--- src/rtl/boot_loader_if.sv ---
// Boot-loader bus bundle: boot ROM read port plus instruction RAM req/gnt write port.
// The master modport is the copy engine; the slave modport is the ROM/RAM side.
interface boot_loader_if #(
    parameter int unsigned DATA_WIDTH     = 32,
    parameter int unsigned ROM_ADDR_WIDTH = 10,
    parameter int unsigned RAM_ADDR_WIDTH = 16
);
    logic                      rom_en_o;
    logic [ROM_ADDR_WIDTH-1:0] rom_addr_o;
    logic [DATA_WIDTH-1:0]     rom_rdata_i;

    logic                      ram_req_o;
    logic                      ram_we_o;
    logic [RAM_ADDR_WIDTH-1:0] ram_addr_o;
    logic [DATA_WIDTH-1:0]     ram_wdata_o;
    logic [3:0]                ram_be_o;
    logic                      ram_gnt_i;

    modport master (
        output rom_en_o, rom_addr_o,
        input  rom_rdata_i,
        output ram_req_o, ram_we_o, ram_addr_o, ram_wdata_o, ram_be_o,
        input  ram_gnt_i
    );

    modport slave (
        input  rom_en_o, rom_addr_o,
        output rom_rdata_i,
        input  ram_req_o, ram_we_o, ram_addr_o, ram_wdata_o, ram_be_o,
        output ram_gnt_i
    );
endinterface

--- src/rtl/boot_loader.sv ---
// Copies ROM_WORDS boot words from the boot ROM into instruction RAM, then enables core fetch.
// Define BOOT_LOADER_CSUM_EN to add csum_o, a mod-2^32 running sum of every granted write.
module boot_loader #(
    parameter int unsigned ROM_WORDS      = 58,
    parameter int unsigned DATA_WIDTH     = 32,
    parameter int unsigned ROM_ADDR_WIDTH = 10,
    parameter int unsigned RAM_ADDR_WIDTH = 16,
    parameter int unsigned RAM_BASE       = 0
) (
    input  logic          clk_i,
    input  logic          rst_i,
    input  logic          start_i,
    boot_loader_if.master bus,
    output logic          busy_o,
    output logic          done_o,
    output logic          fetch_en_o
`ifdef BOOT_LOADER_CSUM_EN
    ,
    output logic [31:0]   csum_o
`endif
);

    localparam logic [2:0] ST_IDLE  = 3'd0;
    localparam logic [2:0] ST_READ  = 3'd1;
    localparam logic [2:0] ST_LATCH = 3'd2;
    localparam logic [2:0] ST_WRITE = 3'd3;
    localparam logic [2:0] ST_DONE  = 3'd4;

    localparam logic [ROM_ADDR_WIDTH-1:0] LAST_IDX = ROM_ADDR_WIDTH'(ROM_WORDS - 1);

    logic [2:0]                state;
    logic [ROM_ADDR_WIDTH-1:0] idx;
    logic [DATA_WIDTH-1:0]     data_q;

    // NOTE: state registers use non-blocking assignments so every flop samples pre-edge values.
    always_ff @(posedge clk_i or posedge rst_i) begin
        if (rst_i) begin
            state  <= ST_IDLE;
            idx    <= '0;
            data_q <= '0;
        end else begin
            case (state)
                ST_IDLE:  if (start_i) state <= ST_READ;
                ST_READ:  state <= ST_LATCH;
                ST_LATCH: begin
                    data_q <= bus.rom_rdata_i;
                    state  <= ST_WRITE;
                end
                ST_WRITE: begin
                    if (bus.ram_gnt_i) begin
                        if (idx == LAST_IDX) begin
                            state <= ST_DONE;
                        end else begin
                            idx   <= idx + ROM_ADDR_WIDTH'(1);
                            state <= ST_READ;
                        end
                    end
                end
                ST_DONE:  state <= ST_DONE;
                default:  state <= ST_IDLE;
            endcase
        end
    end

`ifdef BOOT_LOADER_CSUM_EN
    logic [31:0] csum_q;

    always_ff @(posedge clk_i or posedge rst_i) begin
        if (rst_i) begin
            csum_q <= '0;
        end else if (state == ST_WRITE && bus.ram_gnt_i) begin
            csum_q <= csum_q + data_q;
        end
    end

    assign csum_o = csum_q;
`endif

    // NOTE: every output gets a default before the case so no latch can be inferred.
    always_comb begin
        bus.rom_en_o    = 1'b0;
        bus.rom_addr_o  = '0;
        bus.ram_req_o   = 1'b0;
        bus.ram_we_o    = 1'b0;
        bus.ram_addr_o  = '0;
        bus.ram_wdata_o = '0;
        bus.ram_be_o    = 4'h0;
        done_o          = 1'b0;
        case (state)
            ST_READ: begin
                bus.rom_en_o   = 1'b1;
                bus.rom_addr_o = idx;
            end
            ST_WRITE: begin
                bus.ram_req_o   = 1'b1;
                bus.ram_we_o    = 1'b1;
                bus.ram_be_o    = 4'hF;
                bus.ram_addr_o  = RAM_ADDR_WIDTH'(RAM_BASE + (32'(idx) << 2));
                bus.ram_wdata_o = data_q;
            end
            ST_DONE: done_o = 1'b1;
            default: ;
        endcase
        busy_o     = (state == ST_READ) || (state == ST_LATCH) || (state == ST_WRITE);
        fetch_en_o = done_o;
    end

endmodule

--- src/flat_wrapper.sv ---
// flat-port wrapper written by rule: the top's interface ports become plain ports
module boot_loader_flat 
#(
    parameter int unsigned ROM_WORDS      = 58,
    parameter int unsigned DATA_WIDTH     = 32,
    parameter int unsigned ROM_ADDR_WIDTH = 10,
    parameter int unsigned RAM_ADDR_WIDTH = 16,
    parameter int unsigned RAM_BASE       = 0
)
  (clk_i, rst_i, start_i, busy_o, done_o, fetch_en_o, bus_rom_en_o, bus_rom_addr_o, bus_rom_rdata_i, bus_ram_req_o, bus_ram_we_o, bus_ram_addr_o, bus_ram_wdata_o, bus_ram_be_o, bus_ram_gnt_i);
  boot_loader_if #(.DATA_WIDTH(DATA_WIDTH), .ROM_ADDR_WIDTH(ROM_ADDR_WIDTH), .RAM_ADDR_WIDTH(RAM_ADDR_WIDTH)) bus_i ();
  input  logic clk_i;
  input  logic rst_i;
  input  logic start_i;
  output logic busy_o;
  output logic done_o;
  output logic fetch_en_o;
  output wire logic [$bits(bus_i.rom_en_o)-1:0] bus_rom_en_o;
  output wire logic [$bits(bus_i.rom_addr_o)-1:0] bus_rom_addr_o;
  input wire logic [$bits(bus_i.rom_rdata_i)-1:0] bus_rom_rdata_i;
  output wire logic [$bits(bus_i.ram_req_o)-1:0] bus_ram_req_o;
  output wire logic [$bits(bus_i.ram_we_o)-1:0] bus_ram_we_o;
  output wire logic [$bits(bus_i.ram_addr_o)-1:0] bus_ram_addr_o;
  output wire logic [$bits(bus_i.ram_wdata_o)-1:0] bus_ram_wdata_o;
  output wire logic [$bits(bus_i.ram_be_o)-1:0] bus_ram_be_o;
  input wire logic [$bits(bus_i.ram_gnt_i)-1:0] bus_ram_gnt_i;
  assign bus_rom_en_o = bus_i.rom_en_o;
  assign bus_rom_addr_o = bus_i.rom_addr_o;
  assign bus_i.rom_rdata_i = bus_rom_rdata_i;
  assign bus_ram_req_o = bus_i.ram_req_o;
  assign bus_ram_we_o = bus_i.ram_we_o;
  assign bus_ram_addr_o = bus_i.ram_addr_o;
  assign bus_ram_wdata_o = bus_i.ram_wdata_o;
  assign bus_ram_be_o = bus_i.ram_be_o;
  assign bus_i.ram_gnt_i = bus_ram_gnt_i;
  boot_loader #(.ROM_WORDS(ROM_WORDS), .DATA_WIDTH(DATA_WIDTH), .ROM_ADDR_WIDTH(ROM_ADDR_WIDTH), .RAM_ADDR_WIDTH(RAM_ADDR_WIDTH), .RAM_BASE(RAM_BASE)) u_core (.clk_i(clk_i), .rst_i(rst_i), .start_i(start_i), .bus(bus_i), .busy_o(busy_o), .done_o(done_o), .fetch_en_o(fetch_en_o));
endmodule
--- config.mk ---
export PLATFORM = sky130hd
export DESIGN_NAME = boot_loader_flat
export DESIGN_NICKNAME = d
export VERILOG_FILES = /design/src/rtl/boot_loader_if.sv /design/src/rtl/boot_loader.sv /design/src/flat_wrapper.sv
export SDC_FILE = /design/constraint.sdc
export NUM_CORES = 1
export LEC_CHECK = 0
export CAP_MARGIN = 20
export CELL_PAD_IN_SITES_DETAIL_PLACEMENT = 0
export CELL_PAD_IN_SITES_GLOBAL_PLACEMENT = 2
export CORE_MARGIN = 2
export CORE_UTILIZATION = 25
export DETAILED_ROUTE_END_ITERATION = 6
export PLACE_DENSITY = 0.86
export SLEW_MARGIN = 15
export SYNTH_ARGS = -nofsm -noshare
export SYNTH_HDL_FRONTEND = slang
export SYNTH_SLANG_ARGS = --single-unit
--- constraint.sdc ---
create_clock -name clk_i -period 1.89 [get_ports clk_i]
set_input_delay 0.378 -clock clk_i [delete_from_list [all_inputs] [get_ports clk_i]]
set_output_delay 0.378 -clock clk_i [all_outputs]
set_load 0.01 [all_outputs]
==> impl_metrics.env <==
export IMPL_io_buffers=97
export IMPL_start_kind="flip-flop"
export IMPL_ys_types=33
export IMPL_crit_family="buffers and inverters"
export IMPL_drtAntennaViolNets=0
export IMPL_rsz0062_at_grt="yes"
export IMPL_rr_endpoint="u_core.data_q[14]"
export IMPL_clk_pin_slew_ps=90
export IMPL_antenna_found_initial=0
export IMPL_initial_core_util=0.254
export IMPL_grt_first_pass_wirelength_mm=9.45
export IMPL_holdBufCountCts=0
export IMPL_grt_max_degree=46
export IMPL_r2r_cells=5
export IMPL_clock_skew_ps=3.91
export IMPL_violations="setup timing"
export IMPL_gp_congestion=0.778
export IMPL_yosys_warnings=0
export IMPL_drc=0
export IMPL_instances_no_fill=438
export IMPL_cts_tree="built"
export IMPL_grt_overflow_total=0
export IMPL_grt_pass1_vias=1891
export IMPL_p_per_area_mw_per_mm2=1740
export IMPL_crit_cells=6
export IMPL_r2r_slack_ps=160
export IMPL_die_h_um=100
export IMPL_cts_sinks=45
export IMPL_dp_slack_ps=-84.3
export IMPL_crit_type="reg -> out"
export IMPL_numCtsBuffers=5
export IMPL_crit_top_cell="buf_6"
export IMPL_setup_violations=36
export IMPL_num_io_pins=104
export IMPL_routed_wl_mm=6.27
export IMPL_crit_path_end_kind="output port"
export IMPL_fmax_mhz=499
export IMPL_diodes=0
export IMPL_area_growth_pct=73.8
export IMPL_status="finished with violations"
export IMPL_htreeDepth=2
export IMPL_hold_path_class="in -> async"
export IMPL_critPathMaxStageDelay_ps=430
export IMPL_num_rows=35
export IMPL_dpl_hpwl_mm=4.21
export IMPL_root_buffer="clkbuf_8"
export IMPL_postSynthCellCount=201
export IMPL_dieArea_mm2=0.0100
export IMPL_slowest_stage="dfrtp_1"
export IMPL_dp_cells=410
export IMPL_critical_path_arrival_ps=1630
export IMPL_via_count=1873
export IMPL_fp_dieW_um=100
export IMPL_crit_chain="and3b_2, buf_6, buf_6, buf_6, and2_4, buf_6"
export IMPL_ys_seq_area_frac=0.487
export IMPL_coreArea_mm2=0.00911
export IMPL_synth_seq_cells=45
export IMPL_leakagePower_nw=1.87
export IMPL_drive_above_1_share=0.584
export IMPL_setup_slack_ps=-115
export IMPL_fin_nets=364
export IMPL_finalCriticalPeriod_ps=2000
export IMPL_clock_latency_ps=300
export IMPL_drtIter0Drc=31
export IMPL_cp_max_fo=5
export IMPL_synth_area_per_cell_um2=11.5
export IMPL_required_ps=1510
export IMPL_wire_per_inst_um=14.3
export IMPL_grt_total_usage=0.120
export IMPL_drtPass1Iterations=4
export IMPL_synth_area_mm2=0.00231
export IMPL_viasPerCell=4.28
export IMPL_maxCapViolCount=0
export IMPL_ir_drop_v=0.000610
export IMPL_finalMaxSlewViolations=0
export IMPL_period_share=1.06
export IMPL_hold_violations=0
export IMPL_clockBufferDepth=2
export IMPL_r2r_start="u_core.state[0]"
export IMPL_timing_critical_path_buf_inv=4
[cells in the mapped netlist]
cell / instances / area share
xnor2_1: 2 / 0.0076
nor3_1: 3 / 0.0065
clkbuf_1: 4 / 0.0065
nand4_1: 1 / 0.0027
inv_1: 5 / 0.0081
a21oi_1: 1 / 0.0022
dfrtp_1: 45 / 0.49
nand3b_1: 1 / 0.0032
nand4_4: 1 / 0.0092
buf_4: 15 / 0.049
xor2_1: 5 / 0.019
buf_2: 1 / 0.0022
and2_1: 50 / 0.14
ha_1: 2 / 0.011
nor4_2: 1 / 0.0054
nand3_1: 2 / 0.0043
nor4_1: 3 / 0.0081
nor2b_1: 1 / 0.0027
nor3b_2: 1 / 0.0054
mux2_2: 33 / 0.16
nor2_1: 7 / 0.011
nor3_2: 1 / 0.0043
clkbuf_2: 1 / 0.0022
a311oi_1: 1 / 0.0038
conb_1: 1 / 0.0016
and4b_2: 1 / 0.0049
and3_1: 2 / 0.0054
mux2i_1: 1 / 0.0043
nand2_1: 4 / 0.0065
and3b_1: 1 / 0.0038
buf_6: 1 / 0.0049
a21o_1: 2 / 0.0065
and4b_1: 1 / 0.0043
[routing by layer]
| metal | share of wire | vias up | track usage |
|---|---|---|---|
| li1 | - | 894 | - |
| met2 | 0.50 | 64 | 0.199 |
| met1 | 0.43 | 911 | 0.158 |
| met4 | 0.0057 | 0 | 0.0316 |
| met5 | 0 | - | 0 |
| met3 | 0.057 | 4 | 0.0286 |
[tightest hold or removal path: stages]
cell	delay, ps
clkdlybuf4s50_1	420
inv_2	70
buf_12	240
[repair_timing]
action	in CTS	in global routing
setup endpoints to repair	62	55
endpoints found under the hold margin	0	0
pin swaps	9	27
resized for setup	254	87
cloned	1	2
buffers inserted	10	9
[how the worst max path moves through the flow]
stage	to	slack, ps	start
final	bus_ram_wdata_o[3]	-110	u_core.state[0]
after global routing	bus_ram_wdata_o[3]	-160	u_core.state[0]
after CTS	bus_ram_wdata_o[18]	-170	u_core.state[0]
after detailed placement	bus_ram_wdata_o[30]	-80	u_core.state[2]
after global placement	bus_ram_wdata_o[30]	-60	u_core.state[2]
after floorplan	bus_ram_addr_o[4]	170	u_core.state[1]
[power breakdown]
| group | leakage [nW] | internal (W) | switching (W) |
|---|---|---|---|
| logic | 1.28 | 0.00292 | 0.00164 |
| registers | 0.533 | 0.00140 | 0.000287 |
| clock network | 0.0543 | 0.000396 | 0.000361 |
[registers in the layout, summed over array words and instances (netlist names)]
name	flops
u_core.data_q	32
u_core.idx	10
u_core.state	3
[cells by family (layout without fill, tap and decap cells)]
logic type / after synthesis / after routing / share of synthesized area
XOR/XNOR: 7 / 7 / 0.0265
multiplexers: 34 / 34 / 0.165
other: 1 / 6 / 0.00162
flip-flops: 45 / 45 / 0.487
AO/OA/AOI/OAI: 4 / 4 / 0.0124
AND/OR/NAND/NOR: 81 / 81 / 0.224
buffers and inverters: 27 / 148 / 0.0725
adder cells (fa/ha/maj): 2 / 2 / 0.0108
[cells in the final DEF (no fill, tap or decap), drive strengths merged]
master         Yosys  layout
nand3b             1       1
nand2              4       4
and2              50      50
inv                5       5
nor3               4       4
nor3b              1       1
nor2b              1       1
mux2              33      33
mux2i              1       1
and3               2       2
clkdlybuf4s15      0       4
clkinv             0       1
a21o               2       2
bufinv             0       1
nor4               4       4
clkdlybuf4s50      0      35
xor2               5       5
nor2               7       7
dfrtp             45      45
buf               17      86
a311oi             1       1
nand4              2       2
clkbuf             5       9
and4b              2       2
nand3              2       2
clkinvlp           0       1
a21oi              1       1
conb               1       6
xnor2              2       2
dlygate4sd2        0       6
ha                 2       2
and3b              1       1
[layout make-up]
| type | count | area [µm²] |
|---|---|---|
| Fill cell | 885 | 5090 |
| Sequential cell | 45 | 1130 |
| Clock inverter | 3 | 46.3 |
| Clock buffer | 5 | 68.8 |
| Tap cell | 111 | 139 |
| Timing Repair Buffer | 135 | 1430 |
| Inverter | 5 | 18.8 |
| Multi-Input combinational cell | 134 | 1190 |
[stage by stage]
stage | utilization | TNS [ps] | total power, W | instance area (µm²) | hold WS (ps)
2_1_floorplan | - | 0 | 0.00337 | 2330 | 472
3_3_place_gp | 0.380 | -853 | 0.00503 | 3460 | 481
3_5_place_dp | 0.380 | -2050 | 0.00508 | 3460 | 488
4_1_cts | 0.401 | -2890 | 0.00612 | 3660 | 427
5_1_grt | 0.441 | -3170 | 0.00744 | 4020 | 432
6_report | 0.441 | -1600 | 0.00700 | 4020 | 427
Power figures use the tool's default switching activity.
